[config.mk]
export PLATFORM = sky130hd
export DESIGN_NAME = axi_write_scheduler
export DESIGN_NICKNAME = d
export VERILOG_FILES = /design/src/rtl/axi_sched_pkg.sv /design/src/rtl/axi_write_scheduler_grant_order_fifo.sv /design/src/rtl/axi_write_scheduler.sv
export SDC_FILE = /design/constraint.sdc
export NUM_CORES = 1
export LEC_CHECK = 0
export CORE_AREA = 2 2 56 58
export CTS_CLUSTER_DIAMETER = 60
export DETAILED_ROUTE_END_ITERATION = 12
export DIE_AREA = 0 0 58 60
export GPL_TIMING_DRIVEN = 0
export PLACE_DENSITY = 0.82
export SLEW_MARGIN = 0
export SYNTH_ARGS = -nofsm -noshare
export SYNTH_HDL_FRONTEND = slang
export SYNTH_HIERARCHICAL = 1
export SYNTH_SLANG_ARGS = --single-unit
[constraint.sdc]
create_clock -name ACLK -period 3.5 [get_ports ACLK]
set_input_delay 0.7 -clock ACLK [delete_from_list [all_inputs] [get_ports ACLK]]
set_output_delay 0.7 -clock ACLK [all_outputs]
set_load 0.05 [all_outputs]
[src/rtl/axi_sched_pkg.sv]
// Shared types and helpers for the AXI write scheduler: AW FSM state enum,
// constant clog2 and one-hot/index conversions (vectors up to 32 ports).
package axi_sched_pkg;

  typedef enum logic {
    IDLE  = 1'b0,
    GRANT = 1'b1
  } aw_state_e;

  function automatic int unsigned clog2(input int unsigned v);
    int unsigned r;
    r = 0;
    while ((32'd1 << r) < v) r++;
    return r;
  endfunction

  function automatic logic [31:0] idx_to_onehot(input int unsigned idx);
    return 32'd1 << idx;
  endfunction

  function automatic int unsigned onehot_to_idx(input logic [31:0] oh);
    int unsigned idx;
    idx = 0;
    for (int unsigned i = 0; i < 32; i++) begin
      if (oh[i]) idx = i;
    end
    return idx;
  endfunction

endpackage

[src/rtl/axi_write_scheduler_grant_order_fifo.sv]
// grant_order_fifo: records AW grant indices in acceptance order so the W mux
// can follow them; registered count, full and empty.
module grant_order_fifo
  import axi_sched_pkg::*;
#(
  parameter int unsigned DEPTH = 4,
  parameter int unsigned WIDTH = 1
) (
  input  logic             clk,
  input  logic             rst_n,
  input  logic             push,
  input  logic [WIDTH-1:0] din,
  input  logic             pop,
  output logic [WIDTH-1:0] dout,
  output logic             full,
  output logic             empty
);

  localparam int unsigned PTR_W = (DEPTH > 1) ? clog2(DEPTH) : 1;
  localparam int unsigned CNT_W = clog2(DEPTH + 1);

  logic [WIDTH-1:0] mem [DEPTH];
  logic [PTR_W-1:0] wr_ptr_q, rd_ptr_q;
  logic [CNT_W-1:0] count_q, count_d;
  logic             full_q, empty_q;
  logic             do_push, do_pop;

  assign do_push = push & ~full_q;
  assign do_pop  = pop & ~empty_q;

  always_comb begin
    count_d = count_q;
    if (do_push && !do_pop)      count_d = count_q + 1'b1;
    else if (do_pop && !do_push) count_d = count_q - 1'b1;
  end

  always_ff @(posedge clk) begin
    if (!rst_n) begin
      wr_ptr_q <= '0;
      rd_ptr_q <= '0;
      count_q  <= '0;
      full_q   <= 1'b0;
      empty_q  <= 1'b1;
    end else begin
      if (do_push) wr_ptr_q <= (32'(wr_ptr_q) == DEPTH - 1) ? '0 : wr_ptr_q + 1'b1;
      if (do_pop)  rd_ptr_q <= (32'(rd_ptr_q) == DEPTH - 1) ? '0 : rd_ptr_q + 1'b1;
      count_q <= count_d;
      full_q  <= (count_d == CNT_W'(DEPTH));
      empty_q <= (count_d == '0);
    end
  end

  always_ff @(posedge clk) begin
    if (do_push) mem[wr_ptr_q] <= din;
  end

  assign dout  = mem[rd_ptr_q];
  assign full  = full_q;
  assign empty = empty_q;

endmodule

[src/rtl/axi_write_scheduler.sv]
// Round-robin AW arbiter with in-order W locking and per-port outstanding cap.
// Optional same-cycle W bypass on an empty order queue: AXI_WSCHED_BYPASS_EN.
module axi_write_scheduler
  import axi_sched_pkg::*;
#(
  parameter int unsigned PORT_NUM        = 2,
  parameter int unsigned ORDER_DEPTH     = 4,
  parameter int unsigned MAX_OUTSTANDING = 8
) (
  input  logic                ACLK,
  input  logic                ARESETN,
  input  logic [PORT_NUM-1:0] aw_req_i,
  input  logic                aw_hs_i,
  output logic [PORT_NUM-1:0] aw_gnt_o,
  input  logic                w_hs_i,
  input  logic                w_last_i,
  output logic [PORT_NUM-1:0] w_gnt_o,
  input  logic [PORT_NUM-1:0] b_done_i,
  output logic                order_full_o,
  output logic                err_o
);

  localparam int unsigned IDX_W = (PORT_NUM > 1) ? clog2(PORT_NUM) : 1;
  localparam int unsigned CNT_W = clog2(MAX_OUTSTANDING + 1);

  aw_state_e           state_q, state_d;
  logic [PORT_NUM-1:0] gnt_q, gnt_d;
  logic [IDX_W-1:0]    rr_ptr_q, rr_ptr_d;
  logic [CNT_W-1:0]    cnt_q [PORT_NUM];
  logic [PORT_NUM-1:0] eligible;
  logic                pick_found;
  logic [IDX_W-1:0]    pick_idx, gnt_idx, head_idx;
  int unsigned         cand;
  logic                aw_push, bypass, wlast_hs;
  logic                fifo_push, fifo_pop, fifo_full, fifo_empty;
  logic                w_err, b_err, err_q;

  always_comb begin
    for (int unsigned p = 0; p < PORT_NUM; p++) begin
      eligible[p] = aw_req_i[p] && (cnt_q[p] != CNT_W'(MAX_OUTSTANDING));
    end
  end

  always_comb begin
    pick_found = 1'b0;
    pick_idx   = '0;
    cand       = 0;
    for (int unsigned k = 0; k < PORT_NUM; k++) begin
      cand = (32'(rr_ptr_q) + k) % PORT_NUM;
      if (!pick_found && eligible[cand]) begin
        pick_found = 1'b1;
        pick_idx   = IDX_W'(cand);
      end
    end
  end

  assign gnt_idx = IDX_W'(onehot_to_idx(32'(gnt_q)));

  always_comb begin
    state_d  = state_q;
    gnt_d    = gnt_q;
    rr_ptr_d = rr_ptr_q;
    aw_push  = 1'b0;
    case (state_q)
      IDLE: begin
        if (pick_found && !fifo_full) begin
          gnt_d   = PORT_NUM'(idx_to_onehot(32'(pick_idx)));
          state_d = GRANT;
        end
      end
      GRANT: begin
        if (aw_hs_i) begin
          aw_push  = 1'b1;
          gnt_d    = '0;
          rr_ptr_d = IDX_W'((32'(gnt_idx) + 1) % PORT_NUM);
          state_d  = IDLE;
        end
      end
      default: state_d = IDLE;
    endcase
  end

  always_ff @(posedge ACLK) begin
    if (!ARESETN) begin
      state_q  <= IDLE;
      gnt_q    <= '0;
      rr_ptr_q <= '0;
    end else begin
      state_q  <= state_d;
      gnt_q    <= gnt_d;
      rr_ptr_q <= rr_ptr_d;
    end
  end

`ifdef AXI_WSCHED_BYPASS_EN
  assign bypass = aw_push & fifo_empty;
`else
  assign bypass = 1'b0;
`endif

  // A bypassed grant whose WLAST lands in the same cycle is never queued.
  assign wlast_hs  = w_hs_i & w_last_i;
  assign fifo_push = aw_push & ~(bypass & wlast_hs);
  assign fifo_pop  = wlast_hs & ~fifo_empty;
  assign w_err     = w_hs_i & fifo_empty & ~bypass;

  grant_order_fifo #(
    .DEPTH (ORDER_DEPTH),
    .WIDTH (IDX_W)
  ) u_order (
    .clk   (ACLK),
    .rst_n (ARESETN),
    .push  (fifo_push),
    .din   (gnt_idx),
    .pop   (fifo_pop),
    .dout  (head_idx),
    .full  (fifo_full),
    .empty (fifo_empty)
  );

  always_comb begin
    b_err = 1'b0;
    for (int unsigned p = 0; p < PORT_NUM; p++) begin
      if (b_done_i[p] && !(aw_push && gnt_q[p]) && cnt_q[p] == '0) b_err = 1'b1;
    end
  end

  always_ff @(posedge ACLK) begin
    if (!ARESETN) begin
      for (int unsigned p = 0; p < PORT_NUM; p++) cnt_q[p] <= '0;
      err_q <= 1'b0;
    end else begin
      for (int unsigned p = 0; p < PORT_NUM; p++) begin
        if (aw_push && gnt_q[p] && !b_done_i[p])                cnt_q[p] <= cnt_q[p] + 1'b1;
        else if (b_done_i[p] && !(aw_push && gnt_q[p]) && cnt_q[p] != '0) cnt_q[p] <= cnt_q[p] - 1'b1;
      end
      err_q <= err_q | w_err | b_err;
    end
  end

  assign aw_gnt_o     = gnt_q;
  assign w_gnt_o      = fifo_empty ? (bypass ? gnt_q : '0)
                                   : PORT_NUM'(idx_to_onehot(32'(head_idx)));
  assign order_full_o = fifo_full;
  assign err_o        = err_q;

endmodule

==> results.ini, run 1 <==
[clock_network]
insertion_delay_ns=0.32
clkTransAtPathRegs_ns=0.15
clockBufferDepth=2
cts_setup_buffers=0
cts.sinks=28
cts_max_level=1
numCtsBuffers=3
clock-root-buffer=clkbuf_4
ctsHoldBuffers=0
tritoncts=built
cts_resized=0

[global_route]
grt_overflow_total=0
grt_pass1_vias=1252
track_usage=0.189
grt_pass1_wl_um=5180
grt_max_degree=17
antenna_found_initial=0

[power]
p_leak_nw=0.723
powerDensity_nw_per_um2=512
peakVddDrop_mv=0.364
power_uw=965

[floorplanning]
die_y_um=60
die-area_um2=3480
io_pins=15
rows=20
coreArea_um2=2900
fp.dieW_um=58
start_util=0.571

[job]
cap_violations=0

[setup_path]
arrival_ns=2.94
start_kind=input port
critPathKind=in -> reg
rr_endpoint=cnt_q[0][3]
reg2reg_slack_ns=0.97
reg2reg_from=cnt_q[0][0]
path_max_fanout=10
worstRegToRegCells=9
critical_path.endpoint=cnt_q[0][3]
worstSetupStartpoint=ARESETN
cp_data_required_time_ns=3.59
end_kind=flip-flop

[cells_and_area]
n_antenna_cell=0
syn2layout_area_growth_pct=13.8
layout.nets=212
drive_above_1_share=0.0842
fin_area_um2=1890

[routing]
vias_per_cell=5.79
drc=0
drtIter0Drc=80
first_pass_iters=4
avgRoutedWirePerCell_um=13.8
routed_wl_um=3080
drt.antenna.violating_nets=0
dr_total_vias=1292

[timing]
finalCriticalPeriod_ns=2.85
fin_skew_ns=0.00760
worstMarginPinSlew_ns=0.506
finalHoldViolCount=0
slew_viol_final=0
clock.fmax_mhz=350
setup_tns_ns=0
slew_headroom=0.661
setup_violations=0
fin_crit_sh=0.815
grt_setup_unrepaired=no

[hold_path]
worstHoldStart=u_order/rd_ptr_q[1]
min_path_type=reg -> reg

[synth]
yosysSeqAreaShare=0.411
synth.distinct_cells=53
synth_fp_nets=193
syn-cell-area_um2=1660
synthCells=172
synth_edf_count=12
syn-mean-instance-area_um2=9.63
synth_flop_cell=dfxtp_1
async_reset_ff_frac=0
ys_ff_latch=28
yosys_warnings=6

[placement]
dpl-instance-area_um2=1840
gp_congestion=0.749
port_buffers=14
hpwlAfterDp_um=2330

[run_status]
outcome=finished clean

==> stage by stage <==
stage               worst slack (ns)  cells   util  hold slack (ns)
floorplan                       1.08    172      -            0.463
global placement               0.331    219  0.633            0.472
detailed placement             0.261    219  0.633            0.486
CTS                            0.635    223  0.650            0.509
global route                   0.444    223  0.650            0.543
finish                         0.646    223  0.650            0.508
==> per-layer routing <==
layer | vias to the layer above | global-route usage | wire length (um) | part of all wire
met5 | - | 0 | 0 | 0
met4 | 0 | 0.0598 | 10 | 0.0032
met3 | 2 | 0.0303 | 102 | 0.033
met2 | 26 | 0.325 | 1510 | 0.49
met1 | 603 | 0.245 | 1460 | 0.47
li1 | 661 | - | - | -
==> logic make-up after synthesis <==
group	Yosys count	synth area share
AO/OA/AOI/OAI	38	0.162
XOR/XNOR	5	0.0264
adder cells (fa/ha/maj)	12	0.0952
buffers and inverters	18	0.0483
flip-flops	28	0.411
multiplexers	1	0.0136
AND/OR/NAND/NOR	70	0.244
==> final cells by class <==
| cell class | instances | area, um2 |
|---|---|---|
| Fill cell | 231 | 1020 |
| Multi-Input combinational cell | 126 | 896 |
| Sequential cell | 28 | 681 |
| Timing Repair Buffer | 14 | 140 |
| Clock buffer | 4 | 47.5 |
| Inverter | 11 | 41.3 |
| Tap cell | 33 | 41.3 |
| Buffer | 7 | 38.8 |
==> cells in the final DEF (no fill, tap or decap), drive strengths merged, types with 2 or more instances in the layout <==
| cell type | synthesis | layout |
|---|---|---|
| clkdlybuf4s50 | 0 | 14 |
| a21boi | 5 | 5 |
| nand2b | 2 | 2 |
| ha | 11 | 11 |
| nand3 | 8 | 8 |
| nand3b | 3 | 3 |
| nor2 | 11 | 11 |
| or4 | 2 | 2 |
| inv | 11 | 11 |
| o21a | 3 | 3 |
| o21ai | 7 | 7 |
| a21oi | 9 | 9 |
| and3 | 2 | 2 |
| xnor2 | 4 | 4 |
| o211ai | 2 | 2 |
| and2 | 5 | 5 |
| dfxtp | 16 | 16 |
| nor3 | 5 | 5 |
| nor3b | 2 | 2 |
| clkbuf | 4 | 8 |
| nor2b | 5 | 5 |
| nand2 | 13 | 13 |
| edfxtp | 12 | 12 |
| buf | 3 | 3 |
| nor4b | 2 | 2 |
| nand4 | 4 | 4 |
| and3b | 2 | 2 |
==> synthesized netlist by cell type, types with 2 or more instances <==
cell type | instances | area share
o211ai_1 | 2 | 0.0091
nand2_1 | 13 | 0.029
nor3b_1 | 2 | 0.0091
edfxtp_1 | 12 | 0.22
nor3_1 | 5 | 0.015
nor2_1 | 11 | 0.025
clkbuf_1 | 4 | 0.0091
nand3b_1 | 3 | 0.014
ha_1 | 11 | 0.083
a21boi_0 | 5 | 0.023
o21a_1 | 2 | 0.0091
nand4_1 | 4 | 0.015
nor2b_1 | 5 | 0.019
inv_1 | 11 | 0.025
and3b_1 | 2 | 0.011
nand3_1 | 8 | 0.024
and2_1 | 5 | 0.019
a21oi_1 | 9 | 0.027
xnor2_1 | 4 | 0.021
nand2b_1 | 2 | 0.0076
dfxtp_1 | 16 | 0.19
o21ai_0 | 5 | 0.015
==> state kept, by name (all words and copies together) (netlist names), 2 cells and up, named ones only <==
name and count:
u_order/wr_ptr_q 2, u_order/mem 4, u_order/rd_ptr_q 2, aw_gnt_o 2, u_order/count_q 3, cnt_q 8
==> worst max-delay path, stage by stage <==
cell,delay [ns]
clkdlybuf4s50_1,0.55
clkbuf_1,0.35
nand4_1,0.21
inv_1,0.16
ha_1,0.24
a21o_2,0.20
a21oi_1,0.17
xnor2_1,0.15
xnor2_1,0.14
nor2_1,0.05
==> worst min path at each step <==
stage / endpoint / slack, ns / cells after the start
finish: u_order/rd_ptr_q[1] / 0.51 / 2
global route: u_order/rd_ptr_q[1] / 0.54 / 2
CTS: u_order/rd_ptr_q[1] / 0.51 / 2
detailed placement: u_order/rd_ptr_q[1] / 0.49 / 2
global placement: u_order/rd_ptr_q[1] / 0.47 / 2
floorplan: flip-flop / 0.46 / 2
==> power by group <==
group	leakage, nW	internal, mW	switching, mW
sequential	0.254	0.401	0.0557
clock	0.0261	0.0872	0.0942
combinational	0.443	0.145	0.181
Power figures use the tool's default switching activity.
==> run 2: changes to the inputs <==
--- a/config.mk
+++ b/config.mk
@@ -5,12 +5,12 @@
 export SDC_FILE = /design/constraint.sdc
 export NUM_CORES = 1
 export LEC_CHECK = 0
-export CORE_AREA = 2 2 56 58
+export CORE_AREA = 2 2 57 59
 export CTS_CLUSTER_DIAMETER = 60
 export DETAILED_ROUTE_END_ITERATION = 12
-export DIE_AREA = 0 0 58 60
+export DIE_AREA = 0 0 59 61
 export GPL_TIMING_DRIVEN = 0
-export PLACE_DENSITY = 0.82
+export PLACE_DENSITY = 0.8
 export SLEW_MARGIN = 0
 export SYNTH_ARGS = -nofsm -noshare
 export SYNTH_HDL_FRONTEND = slang
==> constraint.sdc (replaced) <==
create_clock -name ACLK -period 2.8 [get_ports ACLK]
set_input_delay 0.56 -clock ACLK [delete_from_list [all_inputs] [get_ports ACLK]]
set_output_delay 0.56 -clock ACLK [all_outputs]
set_load 0.05 [all_outputs]
==> run 2 against run 1 <==
Compared with the run above: total power rose by 22%; non-clock buffer count did not move; setup slack got worse by 0.52 ns; first-iteration DRC count fell by 54%; clock power rose by 10%; largest cell class unchanged; largest power group unchanged.
==> results.ini, run 2 (synthesis gave the netlist of run 1 again) <==
[floorplanning]
coreArea_um2=2950  ; +1.7%
start_util=0.561  ; -0.00967
rows=20  ; unchanged
die_y_um=61  ; +1.7%
fp.dieW_um=59  ; +1.7%
io_pins=15  ; unchanged
die-area_um2=3600  ; +3.4%

[global_route]
grt_max_degree=16  ; -1
track_usage=0.195  ; +0.00575
antenna_found_initial=0  ; unchanged
grt_overflow_total=0  ; unchanged
grt_pass1_wl_um=5260  ; +1.6%
grt_pass1_vias=1230  ; -1.8%

[cells_and_area]
n_antenna_cell=0  ; unchanged
reg_top3=cnt_q: 8 flops, u_order/mem: 4 flops, u_order/count_q: 3 flops
final_common_cell=dfxtp_1
fin_cells=223  ; unchanged
drive_above_1_share=0.0895  ; +0.00526
top_register=cnt_q
final_util=0.635  ; -0.0144
fin_area_um2=1880  ; -0.53%
syn2layout_area_growth_pct=13.2
layout.nets=212  ; unchanged
final_cell_mix=16 x dfxtp_1, 14 x clkdlybuf4s50_1, 13 x nand2_1
largest_reg_flops=8  ; unchanged

[routing]
wl_met3_um=69  ; -32%
wl_met1_um=1510  ; +3.4%
avgRoutedWirePerCell_um=14.4  ; +4.7%
drt.antenna.violating_nets=0  ; unchanged
dr_wl_met2_um=1600  ; +6.0%
routed_wl_um=3220  ; +4.7%
dr.max_layer_used=met4
drtIter0Drc=37  ; -54%
vias_per_cell=5.83  ; +0.54%
drc=0  ; unchanged
dr_total_vias=1299  ; +0.54%
first_pass_iters=4  ; unchanged

[power]
peakVddDrop_mv=0.271  ; -26%
p_leak_nw=0.721  ; -0.30%
powerDensity_nw_per_um2=629  ; +23%

[timing]
finalCriticalPeriod_ns=2.67
setup_tns_ns=0  ; unchanged
grt_setup_unrepaired=no
clock.fmax_mhz=375
worstMarginPinSlew_ns=0.492  ; -0.0148 ns
finalHoldViolCount=0  ; unchanged
setup_violations=0  ; unchanged
slew_viol_final=0  ; unchanged
fin_skew_ns=0.00583  ; -0.00177 ns
fin_crit_sh=0.953
slew_headroom=0.671  ; +0.00988

[setup_path]
reg2reg_slack_ns=0.24  ; -0.73 ns
cp_data_required_time_ns=2.24  ; -1.35 ns
start_kind=flip-flop
arrival_ns=2.11  ; -0.83 ns
critPathKind=reg -> out
end_kind=output pin
path_max_fanout=2  ; -8

[hold_path]
min_path_type=reg -> reg

[clock_network]
cts.sinks=28  ; unchanged
numCtsBuffers=3  ; unchanged
clkTransAtPathRegs_ns=0.14  ; about the same
cts_max_level=1  ; unchanged
insertion_delay_ns=0.34  ; +0.02 ns
cts_setup_buffers=0  ; unchanged
clockBufferDepth=2  ; unchanged
clock-root-buffer=clkbuf_4
tritoncts=built

[job]
cap_violations=0  ; unchanged

[placement]
dp_cells=219  ; unchanged
gp_congestion=0.788  ; +5.2%
hpwlAfterDp_um=2470  ; +5.8%
port_buffers=14  ; unchanged
dpl-instance-area_um2=1840  ; unchanged

[run_status]
outcome=finished clean

-- run 2: timing repair --
item | in CTS | in global routing
endpoints found under the setup margin | 0 | 1
hold buffers | 0 | 0
gates resized for setup | 0 | 2
-- run 2: per-layer routing --
metal | vias up | global-route usage
li1 | 660 | -
met1 | 618 | 0.238
met2 | 17 | 0.343
met3 | 4 | 0.0256
met4 | 0 | 0.0877
met5 | - | 0
-- run 2: per-stage QoR --
stage | setup WS, ns | hold WS (ns) | total power [mW]
3_5_place_dp | -0.305 | 0.485 | 0.986
2_1_floorplan | 0.427 | 0.463 | 0.871
3_3_place_gp | -0.231 | 0.472 | 0.957
6_report | 0.131 | 0.501 | 1.18
5_1_grt | 0.0484 | 0.523 | 1.25
4_1_cts | 0.0652 | 0.504 | 1.18
-- run 2: path summary, 6_finish.rpt --
check,from,to,cells after the start
hold / removal,u_order/rd_ptr_q[1],u_order/rd_ptr_q[1],2
setup / recovery,u_order/mem[2],w_gnt_o[0],3
setup reg to reg,cnt_q[0][0],cnt_q[0][3],9
hold reg to reg,u_order/rd_ptr_q[1],u_order/rd_ptr_q[1],2
-- run 2: final cells by class --
type                            instances  area [um2]
Buffer                                  7        40.0
Sequential cell                        28         681
Clock buffer                            4        36.3
Fill cell                             245        1080
Multi-Input combinational cell        126         896
Inverter                               11        41.3
Timing Repair Buffer                   14         140
Tap cell                               33        41.3
-- run 2: power breakdown --
group / total (mW) / internal, mW / switching, mW
registers: 0.570 / 0.502 / 0.0684
clock network: 0.200 / 0.0798 / 0.120
logic: 0.409 / 0.182 / 0.227
total: 1.18 / 0.763 / 0.416
-- run 2: worst max-delay path, cell delays in order (launching register included) --
cell	delay [ns]
edfxtp_1	0.39
mux4_2	0.49
nor2_1	0.10
clkdlybuf4s50_1	0.80
==> run 3: changes to the inputs <==
--- a/config.mk
+++ b/config.mk
@@ -5,12 +5,14 @@
 export SDC_FILE = /design/constraint.sdc
 export NUM_CORES = 1
 export LEC_CHECK = 0
-export CORE_AREA = 2 2 57 59
+export ABC_AREA = 1
+export CORE_AREA = 2 2 58 60
 export CTS_CLUSTER_DIAMETER = 60
 export DETAILED_ROUTE_END_ITERATION = 12
-export DIE_AREA = 0 0 59 61
+export DIE_AREA = 0 0 60 62
 export GPL_TIMING_DRIVEN = 0
-export PLACE_DENSITY = 0.8
+export MAX_ROUTING_LAYER = met4
+export PLACE_DENSITY = 0.78
 export SLEW_MARGIN = 0
 export SYNTH_ARGS = -nofsm -noshare
 export SYNTH_HDL_FRONTEND = slang
==> run 3 against run 2 <==
Compared with the run above: cell area is 2.7% higher; die area is 3.4% higher; highest routed layer unchanged; setup slack better by 0.11 ns; clock skew is 0.0035 ns lower.
==> results.ini, run 3 <==
[power]
powerDensity_nw_per_um2=582  ; -7.4%
clkPwrFrac=0.212  ; +0.043
p_int_uw=723  ; -5.2%
pwr-share-seq=0.470  ; -0.013
peakVddDrop_mv=0.255  ; -5.8%
power_frac_comb=0.319  ; -0.028
p_sw_uw=397  ; -4.4%
p_leak_nw=0.899  ; +25%
power.share.switching=0.354  ; +0.00198

[setup_path]
critical_path.endpoint=cnt_q[0][3]
rr_endpoint=cnt_q[0][3]
reg2reg_from=cnt_q[0][1]
end_kind=flip-flop
path_max_fanout=14  ; +12
critPathKind=in -> reg
worstSetupStartpoint=ARESETN
start_kind=input port
worstRegToRegCells=11  ; +2
cp_data_required_time_ns=2.93  ; +0.69 ns
arrival_ns=2.68  ; +0.57 ns
reg2reg_slack_ns=0.65  ; +0.41 ns

[timing]
slew_viol_final=0  ; unchanged
fin_skew_ns=0.00232  ; -0.00351 ns
slew_headroom=0.644  ; -0.0275
worstMarginPinSlew_ns=0.533  ; +0.0411 ns
clock.fmax_mhz=391  ; +4.5%
finalCriticalPeriod_ns=2.55  ; -0.115 ns
final.setup.worst_slack_ns=0.246  ; +0.115 ns
setup_violations=0  ; unchanged
finalHoldViolCount=0  ; unchanged
fin_crit_sh=0.912  ; -0.0411
grt_setup_unrepaired=no

[synth]
yosysSeqAreaShare=0.405  ; -0.00581
synth_top_cells_by_count=41 x nand2_1, 31 x inv_1, 31 x nor2_1, 16 x dfxtp_1, 14 x nand3_1
synth_fp_nets=231  ; +20%
synth_area_leaders=edfxtp_1 21%, dfxtp_1 19%, nand2_1 9.2%
synth.distinct_cells=29  ; -45%
yosys.area.top_type=edfxtp_1
synth_flop_cell=dfxtp_1
async_reset_ff_frac=0  ; unchanged
yosys_warnings=6  ; unchanged
synthMostInstantiatedCell=nand2_1
syn-mean-instance-area_um2=8.00  ; -17%
synth.top_cell.area_share=0.214  ; -0.00308
ys_ff_latch=28  ; unchanged
synth_edf_count=12  ; unchanged
synthCells=210  ; +22%
syn-cell-area_um2=1680  ; +1.4%

[floorplanning]
rows=21  ; +5.0%
start_util=0.529  ; -0.0325
coreArea_um2=3180  ; +7.7%
die-area_um2=3720  ; +3.4%
die_y_um=62  ; +1.6%
io_pins=15  ; unchanged
fp.dieW_um=60  ; +1.7%

[clock_network]
ctsHoldBuffers=0  ; unchanged
insertion_delay_ns=0.34  ; about the same
cts_resized=0  ; unchanged
cts_setup_buffers=0  ; unchanged
cts_max_level=1  ; unchanged
tritoncts=built
cts.sinks=28  ; unchanged
clockBufferDepth=2  ; unchanged
numCtsBuffers=3  ; unchanged
clkTransAtPathRegs_ns=0.16  ; +0.02 ns
clock-root-buffer=clkbuf_4

[cells_and_area]
final_cell_mix=41 x nand2_1, 31 x inv_1, 31 x nor2_1
largest_reg_flops=8  ; unchanged
reg_top3=cnt_q: 8 flops, u_order/mem: 4 flops, u_order/count_q: 3 flops
fin_area_um2=1930  ; +2.7%
drive_above_1_share=0.140  ; +0.0509
final_common_cell=nand2_1
syn2layout_area_growth_pct=14.6
top_register=cnt_q
n_antenna_cell=0  ; unchanged
layout.nets=250  ; +18%
nFillCells=286  ; +17%

[hold_path]
min_path_type=reg -> reg

[job]
cap_violations=0  ; unchanged

[global_route]
grt_max_degree=17  ; +1
grt_overflow_total=0  ; unchanged
grt_pass1_vias=1149  ; -6.6%
antenna_found_initial=0  ; unchanged
grt_pass1_wl_um=4830  ; -8.2%
track_usage=0.179  ; -0.0157

[run_status]
outcome=finished clean

[placement]
dpl-instance-area_um2=1880  ; +2.2%
gp_congestion=0.848  ; +7.7%
hpwlAfterDp_um=2260  ; -8.5%
port_buffers=14  ; unchanged
pre_cts_slack_ns=-0.160  ; +0.145 ns

[routing]
first_pass_iters=4  ; unchanged
dr_total_vias=1307  ; +0.62%
drt.antenna.violating_nets=0  ; unchanged
drtIter0Drc=23  ; -38%
vias_per_cell=4.77  ; -18%
routed_wl_um=2950  ; -8.6%
drc=0  ; unchanged
avgRoutedWirePerCell_um=10.7  ; -26%

-- run 3: cell types whose count changed in the layout (fill, tap and decap cells not counted), moves of 4 or more --
cell,previous run,this run
nand2_1,13,41
nand3_1,8,14
inv_1,11,31
nor3_1,5,0
and2_1,5,0
nor2_1,11,31
a21boi_0,5,1
nor2b_1,5,0
nand3_2,0,4
nand2_2,0,5
inv_2,0,8
-- run 3: how the worst min path moves through the flow --
stage | slack (ns) | cells after the start | start | end
floorplan | 0.46 | 2 | rr_ptr_q | rr_ptr_q
detailed placement | 0.48 | 2 | rr_ptr_q | rr_ptr_q
finish | 0.50 | 2 | rr_ptr_q | rr_ptr_q
global placement | 0.48 | 2 | rr_ptr_q | rr_ptr_q
global route | 0.52 | 2 | rr_ptr_q | rr_ptr_q
CTS | 0.51 | 2 | rr_ptr_q | rr_ptr_q
-- run 3: metrics by stage --
step	util	hold WS, ns	TNS, ns	cells	total power [mW]
CTS	0.606	0.506	0	274	1.12
global placement	0.591	0.476	-0.0919	270	0.881
floorplan	-	0.456	0	210	0.802
detailed placement	0.591	0.484	-0.160	270	0.891
global route	0.606	0.523	0	274	1.19
finish	0.606	0.504	0	274	1.12
-- run 3: critical path, stage by stage --
cell,delay [ns]
clkdlybuf4s50_1,0.80
nand4_2,0.32
inv_1,0.16
ha_1,0.28
a21oi_1,0.20
nand3_1,0.09
nand2_1,0.09
nand2_1,0.06
nand2_2,0.07
nor2_1,0.04
-- run 3: metal layers --
| layer | up-vias | part of all wire | track usage |
|---|---|---|---|
| met5 | - | 0 | - |
| met4 | 0 | 0.016 | 0.0762 |
| met3 | 4 | 0.022 | 0.0186 |
| met2 | 21 | 0.46 | 0.300 |
| met1 | 581 | 0.51 | 0.221 |
| li1 | 701 | - | - |
-- run 3: cell type report --
class,count,area [um2],share of cell area
Sequential cell,28,681,0.353
Clock buffer,4,47.5,0.0247
Tap cell,46,57.6,0.0299
Timing Repair Buffer,14,140,0.0728
Buffer,1,7.51,0.00390
Multi-Input combinational cell,142,846,0.439
Inverter,39,146,0.0760
-- run 3: kinds of logic after synthesis --
family / share of synthesized area
AND/OR/NAND/NOR: 0.316
buffers and inverters: 0.0916
flip-flops: 0.405
AO/OA/AOI/OAI: 0.0730
adder cells (fa/ha/maj): 0.0938
XOR/XNOR: 0.0209
-- run 3: power groups by stage --
stage | Clock [mW] | Combinational (mW) | Sequential, mW
floorplan | 0 | 0.261 | 0.541
global placement | 0 | 0.347 | 0.534
detailed placement | 0 | 0.354 | 0.537
CTS | 0.236 | 0.359 | 0.527
global route | 0.251 | 0.403 | 0.534
finish | 0.237 | 0.357 | 0.526
